<file path="src/rtl/lms_fir_engine.sv">
// Adaptive LMS FIR engine. Each fir_go does a weight update, a delay-line shift and a serial
// MAC pass. All three steps share one 16x16 signed multiplier.
module lms_fir_engine #(
  parameter int unsigned TAPS = 16,
  parameter int unsigned FRAC = 15
) (
  input  logic        clk,
  input  logic        rst,
  input  logic        fir_go,
  input  logic [15:0] x_in,
  input  logic [15:0] weight_adjust,
  output logic [31:0] fir_out,
  output logic        fir_done,
  output logic        busy
);

  localparam int unsigned KW = (TAPS > 1) ? $clog2(TAPS) : 1;
  localparam int unsigned AW = 32 + $clog2(TAPS);
  localparam logic [KW-1:0] KLast = KW'(TAPS - 1);

  typedef enum logic [2:0] {StIdle, StUpd, StShift, StMac, StDone} state_e;

  state_e                state_q, state_d;
  logic [KW-1:0]         k_q, k_d;
  logic signed [AW-1:0]  acc_q, acc_d;
  logic signed [15:0]    x_q [TAPS];
  logic signed [15:0]    x_d [TAPS];
  logic signed [15:0]    w_q [TAPS];
  logic signed [15:0]    w_d [TAPS];
  logic signed [15:0]    xin_q, xin_d;
  logic signed [15:0]    wa_q, wa_d;
  logic [31:0]           fir_out_q, fir_out_d;
  logic                  fir_done_q, fir_done_d;
  logic                  busy_q, busy_d;

  // Shared multiplier: the step term during UPD, the weight during MAC; both use x[k].
  logic signed [15:0] mul_a, mul_b;
  logic signed [31:0] prod;
  assign mul_a = (state_q == StMac) ? w_q[k_q] : wa_q;
  assign mul_b = x_q[k_q];
  assign prod  = mul_a * mul_b;

  logic signed [31:0] upd_sh;
  logic signed [32:0] upd_sum;
  logic signed [15:0] w_new;
  assign upd_sh  = prod >>> FRAC;
  assign upd_sum = {{17{w_q[k_q][15]}}, w_q[k_q]} + {upd_sh[31], upd_sh};

  always_comb begin
    if (upd_sum > 33'sd32767) begin
      w_new = 16'sh7FFF;
    end else if (upd_sum < -33'sd32768) begin
      w_new = 16'sh8000;
    end else begin
      w_new = upd_sum[15:0];
    end
  end

  // Result fits in 32 bits only when every bit above bit 30 matches the sign.
  logic [31:0] acc_sat;
  always_comb begin
    if (acc_q[AW-1:31] == '0 || acc_q[AW-1:31] == '1) begin
      acc_sat = acc_q[31:0];
    end else begin
      acc_sat = acc_q[AW-1] ? 32'h8000_0000 : 32'h7FFF_FFFF;
    end
  end

  always_comb begin
    state_d    = state_q;
    k_d        = k_q;
    acc_d      = acc_q;
    x_d        = x_q;
    w_d        = w_q;
    xin_d      = xin_q;
    wa_d       = wa_q;
    fir_out_d  = fir_out_q;
    fir_done_d = 1'b0;
    busy_d     = busy_q;
    unique case (state_q)
      StIdle: begin
        if (fir_go) begin
          xin_d   = x_in;
          wa_d    = weight_adjust;
          k_d     = '0;
          busy_d  = 1'b1;
          state_d = StUpd;
        end
      end
      StUpd: begin
        w_d[k_q] = w_new;
        if (k_q == KLast) begin
          k_d     = '0;
          state_d = StShift;
        end else begin
          k_d = k_q + KW'(1);
        end
      end
      StShift: begin
        for (int j = 1; j < int'(TAPS); j++) begin
          x_d[j] = x_q[j-1];
        end
        x_d[0]  = xin_q;
        acc_d   = '0;
        k_d     = '0;
        state_d = StMac;
      end
      StMac: begin
        acc_d = acc_q + {{(AW-32){prod[31]}}, prod};
        if (k_q == KLast) begin
          state_d = StDone;
        end else begin
          k_d = k_q + KW'(1);
        end
      end
      StDone: begin
        fir_out_d  = acc_sat;
        fir_done_d = 1'b1;
        busy_d     = 1'b0;
        state_d    = StIdle;
      end
      default: state_d = StIdle;
    endcase
  end

  always_ff @(posedge clk) begin
    if (rst) begin
      state_q    <= StIdle;
      k_q        <= '0;
      acc_q      <= '0;
      xin_q      <= '0;
      wa_q       <= '0;
      fir_out_q  <= '0;
      fir_done_q <= 1'b0;
      busy_q     <= 1'b0;
      for (int j = 0; j < int'(TAPS); j++) begin
        x_q[j] <= '0;
        w_q[j] <= '0;
      end
    end else begin
      state_q    <= state_d;
      k_q        <= k_d;
      acc_q      <= acc_d;
      xin_q      <= xin_d;
      wa_q       <= wa_d;
      fir_out_q  <= fir_out_d;
      fir_done_q <= fir_done_d;
      busy_q     <= busy_d;
      x_q        <= x_d;
      w_q        <= w_d;
    end
  end

  assign fir_out  = fir_out_q;
  assign fir_done = fir_done_q;
  assign busy     = busy_q;

endmodule

</file>
<file path="config.mk">
export PLATFORM = sky130hd
export DESIGN_NAME = lms_fir_engine
export DESIGN_NICKNAME = d
export VERILOG_FILES = /design/src/rtl/lms_fir_engine.sv
export SDC_FILE = /design/constraint.sdc
export NUM_CORES = 2
export LEC_CHECK = 0
export CAP_MARGIN = 0
export CORE_MARGIN = 4
export CORE_UTILIZATION = 25
export DETAILED_ROUTE_END_ITERATION = 7
export GPL_TIMING_DRIVEN = 0
export REMOVE_ABC_BUFFERS = 1
export SETUP_SLACK_MARGIN = 0.1
export SLEW_MARGIN = 40
export SYNTH_ARGS = -nofsm -noshare
export SYNTH_HDL_FRONTEND = slang
export SYNTH_SLANG_ARGS = --single-unit
</file>
<file path="constraint.sdc">
create_clock -name clk -period 12 [get_ports clk]
set_input_delay 1.8 -clock clk [delete_from_list [all_inputs] [get_ports clk]]
set_output_delay 1.8 -clock clk [all_outputs]
set_load 0.01 [all_outputs]
</file>
==> flow_metrics.tcl <==
set metrics [dict create \
    skew_ns 0.0438 \
    cts_buffers 68 \
    drive_gt1_share_pct 11.2 \
    synth_cell_type_count 74 \
    finalWorstSetupSlack_ns 0.556 \
    grt_antenna_before_repair 1 \
    rows 142 \
    path_clk_slew_ns 0.06 \
    routed_wl_mm 97.2 \
    max_clock_freq_mhz 87.4 \
    port-buffer-count 68 \
    clk_latency_ns 0.63 \
    ctsLongestPathBuffers 3 \
    drt_first_pass_iters 6 \
    synth_edf_count 0 \
    grt_pass1_vias 28800 \
    grt_first_pass_wirelength_mm 157 \
    slowest_delay_ns 0.66 \
    worst_slew_pin_slew_ns 0.773 \
    pwr-share-seq_pct 45.7 \
    wl_per_cell_um 15.7 \
    clockPowerShare_pct 44.4 \
    power_density_nw_per_um2 104 \
    synth_top_area_share_pct 33.0 \
    max-cap-violations 0 \
    dp_slack_ns -0.624 \
    drt_iter0_markers 2033 \
    cts_tree "built" \
    async_reset_ff_share_pct 0 \
    synth_flop_cell "dfxtp_1" \
    reg2reg_slack_ns 0.56 \
    die_height_um 396 \
    timing.final.hold_violations 0 \
    place_hpwl_mm 69.5 \
    period_needed_ns 11.44 \
    p_leak_uw 0.0162 \
    required_ns 12.46 \
    final_antenna_net_count 0 \
    grt_max_degree 94 \
    netlist_area_um2 37700 \
    start_util_pct 25.2 \
    synth-seq-area-share_pct 33.0 \
    synth_top_area_cell "dfxtp_1" \
    grt_overflow 0 \
    end_kind "register" \
    ys_ff_latch 621 \
    p_comb_share_pct 10.0 \
    p_sw_uw 1160 \
    htree_levels 3 \
    core_area_um2 150000 \
    p_int_uw 3430 \
    outcome "finished, final reports clean" \
    rsz0062_at_grt "false" \
    vdd_drop_max_uv 91.0 \
    antenna_cells 0 \
    drv_slew 0 \
    finalPower_uw 4600 \
    path_class "reg2reg" \
    crit_slowest_cell "fa_1" \
    timing.final.crit_share_pct 95.4 \
    final.setup.tns_ns 0 \
    nNetsFinal 4568 \
    synthToLayoutAreaGrowth_pct 17.1 \
    gp_congestion 0.835 \
    layout_commonest_cell "nand2_1" \
    worstPathArrival_ns 11.90 \
    crit_path_start_kind "register" \
    yosys_warnings 0 \
    final_cell_mix "nand2_1, dfxtp_1, nor2_1" \
    relSlewSlack_pct 47.0 \
    report.final.setup_viol 0 \
    postSynthCellCount 4184 \
    drc_errors 0 \
    num_vias 28900 \
    num_io_pins 69 \
    switching_share_pct 25.3 \
    cpMostUsedCell "fa_1" \
    die_x_um 396 \
    hold_class "reg2reg" \
    clock-sinks 621 \
    vias_per_cell 4.67 \
    avgSynthCellArea_um2 9.02 \
    cts-root-buf "clkbuf_16" \
    dieArea_um2 157000 \
    critPathMaxFanout 26 \
    grt_usage_pct 12.2 \
    ys_top_cells_by_area "dfxtp_1, fa_1, mux4_2, nand2_1, a211oi_1" \
]
[worst paths after layout]
kind	from	end	cells after the start
worst max-delay path	k_q[0]$_SDFFE_PP0P_	w_q[182]$_SDFFE_PP0P_	35
worst max register to register	k_q[0]$_SDFFE_PP0P_	w_q[182]$_SDFFE_PP0P_	35
worst min-delay path	xin_q[0]$_SDFFE_PP0P_	x_q[240]$_SDFFE_PP0P_	2
worst min register to register	xin_q[0]$_SDFFE_PP0P_	x_q[240]$_SDFFE_PP0P_	2
[metal layers]
layer / part of all wire [%] / wire length [um] / up-vias / track usage (%)
met3: 4.5 / 4350 / 134 / 1.61
met2: 46 / 45100 / 629 / 19.9
li1: - / - / 14000 / -
met4: 2.3 / 2260 / 0 / 3.57
met1: 47 / 45500 / 14200 / 17.0
met5: 0 / 0 / - / 0
[flip-flops by register name, indices dropped and copies added (netlist names), 3 cells and up]
signal,cells
xin_q,16
wa_q,16
fir_out,32
acc_q,36
w_q,256
x_q,256
state_q,3
k_q,4
[logic make-up (layout without fill, tap and decap cells)]
logic type,Yosys count,in the layout,synth area share (%)
simple gates,1430,1430,15.9
flops,621,621,33.0
buf+inv,631,627,6.40
xor+xnor,70,70,1.66
mux,197,197,10.3
fa+ha+maj,402,402,18.6
compound gates,833,833,14.2
[critical path, delay by kind of cell, from the launching register on]
kind | cells | cell delay [ns]
XOR/XNOR | 2 | 0.50
flip-flops | 1 | 0.53
multiplexers | 2 | 1.17
AO/OA/AOI/OAI | 10 | 2.55
adder cells (fa/ha/maj) | 8 | 3.97
AND/OR/NAND/NOR | 5 | 0.73
buffers and inverters | 8 | 1.71
[power groups by stage]
stage | Sequential (uW) | Combinational [uW] | Clock, uW
2_1_floorplan | 2150 | 192 | 0
3_3_place_gp | 2170 | 348 | 0
3_5_place_dp | 2140 | 393 | 0
4_1_cts | 2100 | 417 | 2100
5_1_grt | 2100 | 491 | 2170
6_report | 2100 | 459 | 2040
[final cells by class]
cell class	count	area, um^2
timing repair buffer	176	2350
clock inverter	19	188
inverter	332	1250
clock buffer	100	1970
tap	2016	2520
fill	15700	106000
sequential	621	12400
multi-input combinational	2932	23400
[synthesized netlist by cell type (17+ instances only)]
cell / number
nand2_1: 739
dfxtp_1: 621
nor2_1: 418
a21oi_1: 364
inv_1: 331
a211oi_1: 277
fa_1: 264
clkbuf_1: 259
mux4_2: 153
ha_1: 138
nor2b_1: 81
nand2b_1: 61
xnor2_1: 52
nor3_1: 50
mux2i_1: 37
a21o_1: 33
o21ai_0: 33
buf_2: 26
a22oi_1: 22
and2_1: 18
o21a_1: 18
nand3_1: 17
xor2_1: 17
[repair_timing]
action	4_1_cts	5_1_grt
setup endpoints to repair	240	240
gates resized for setup	17	10
endpoints found under the hold margin	0	0
buffers inserted	6	19
hold buffers	0	0
pin swaps	2	8
[metrics by stage]
step	util (%)	hold slack, ns	cells	cell area (um^2)
after CTS	29.2	0.440	6177	43800
after global routing	29.4	0.465	6196	44200
after floorplan	-	0.426	3885	36600
after global placement	26.5	0.439	5969	39800
after detailed placement	27.7	0.443	6052	41500
final	29.4	0.451	6196	44200
Note: power is estimated with default switching activity, not from simulation.
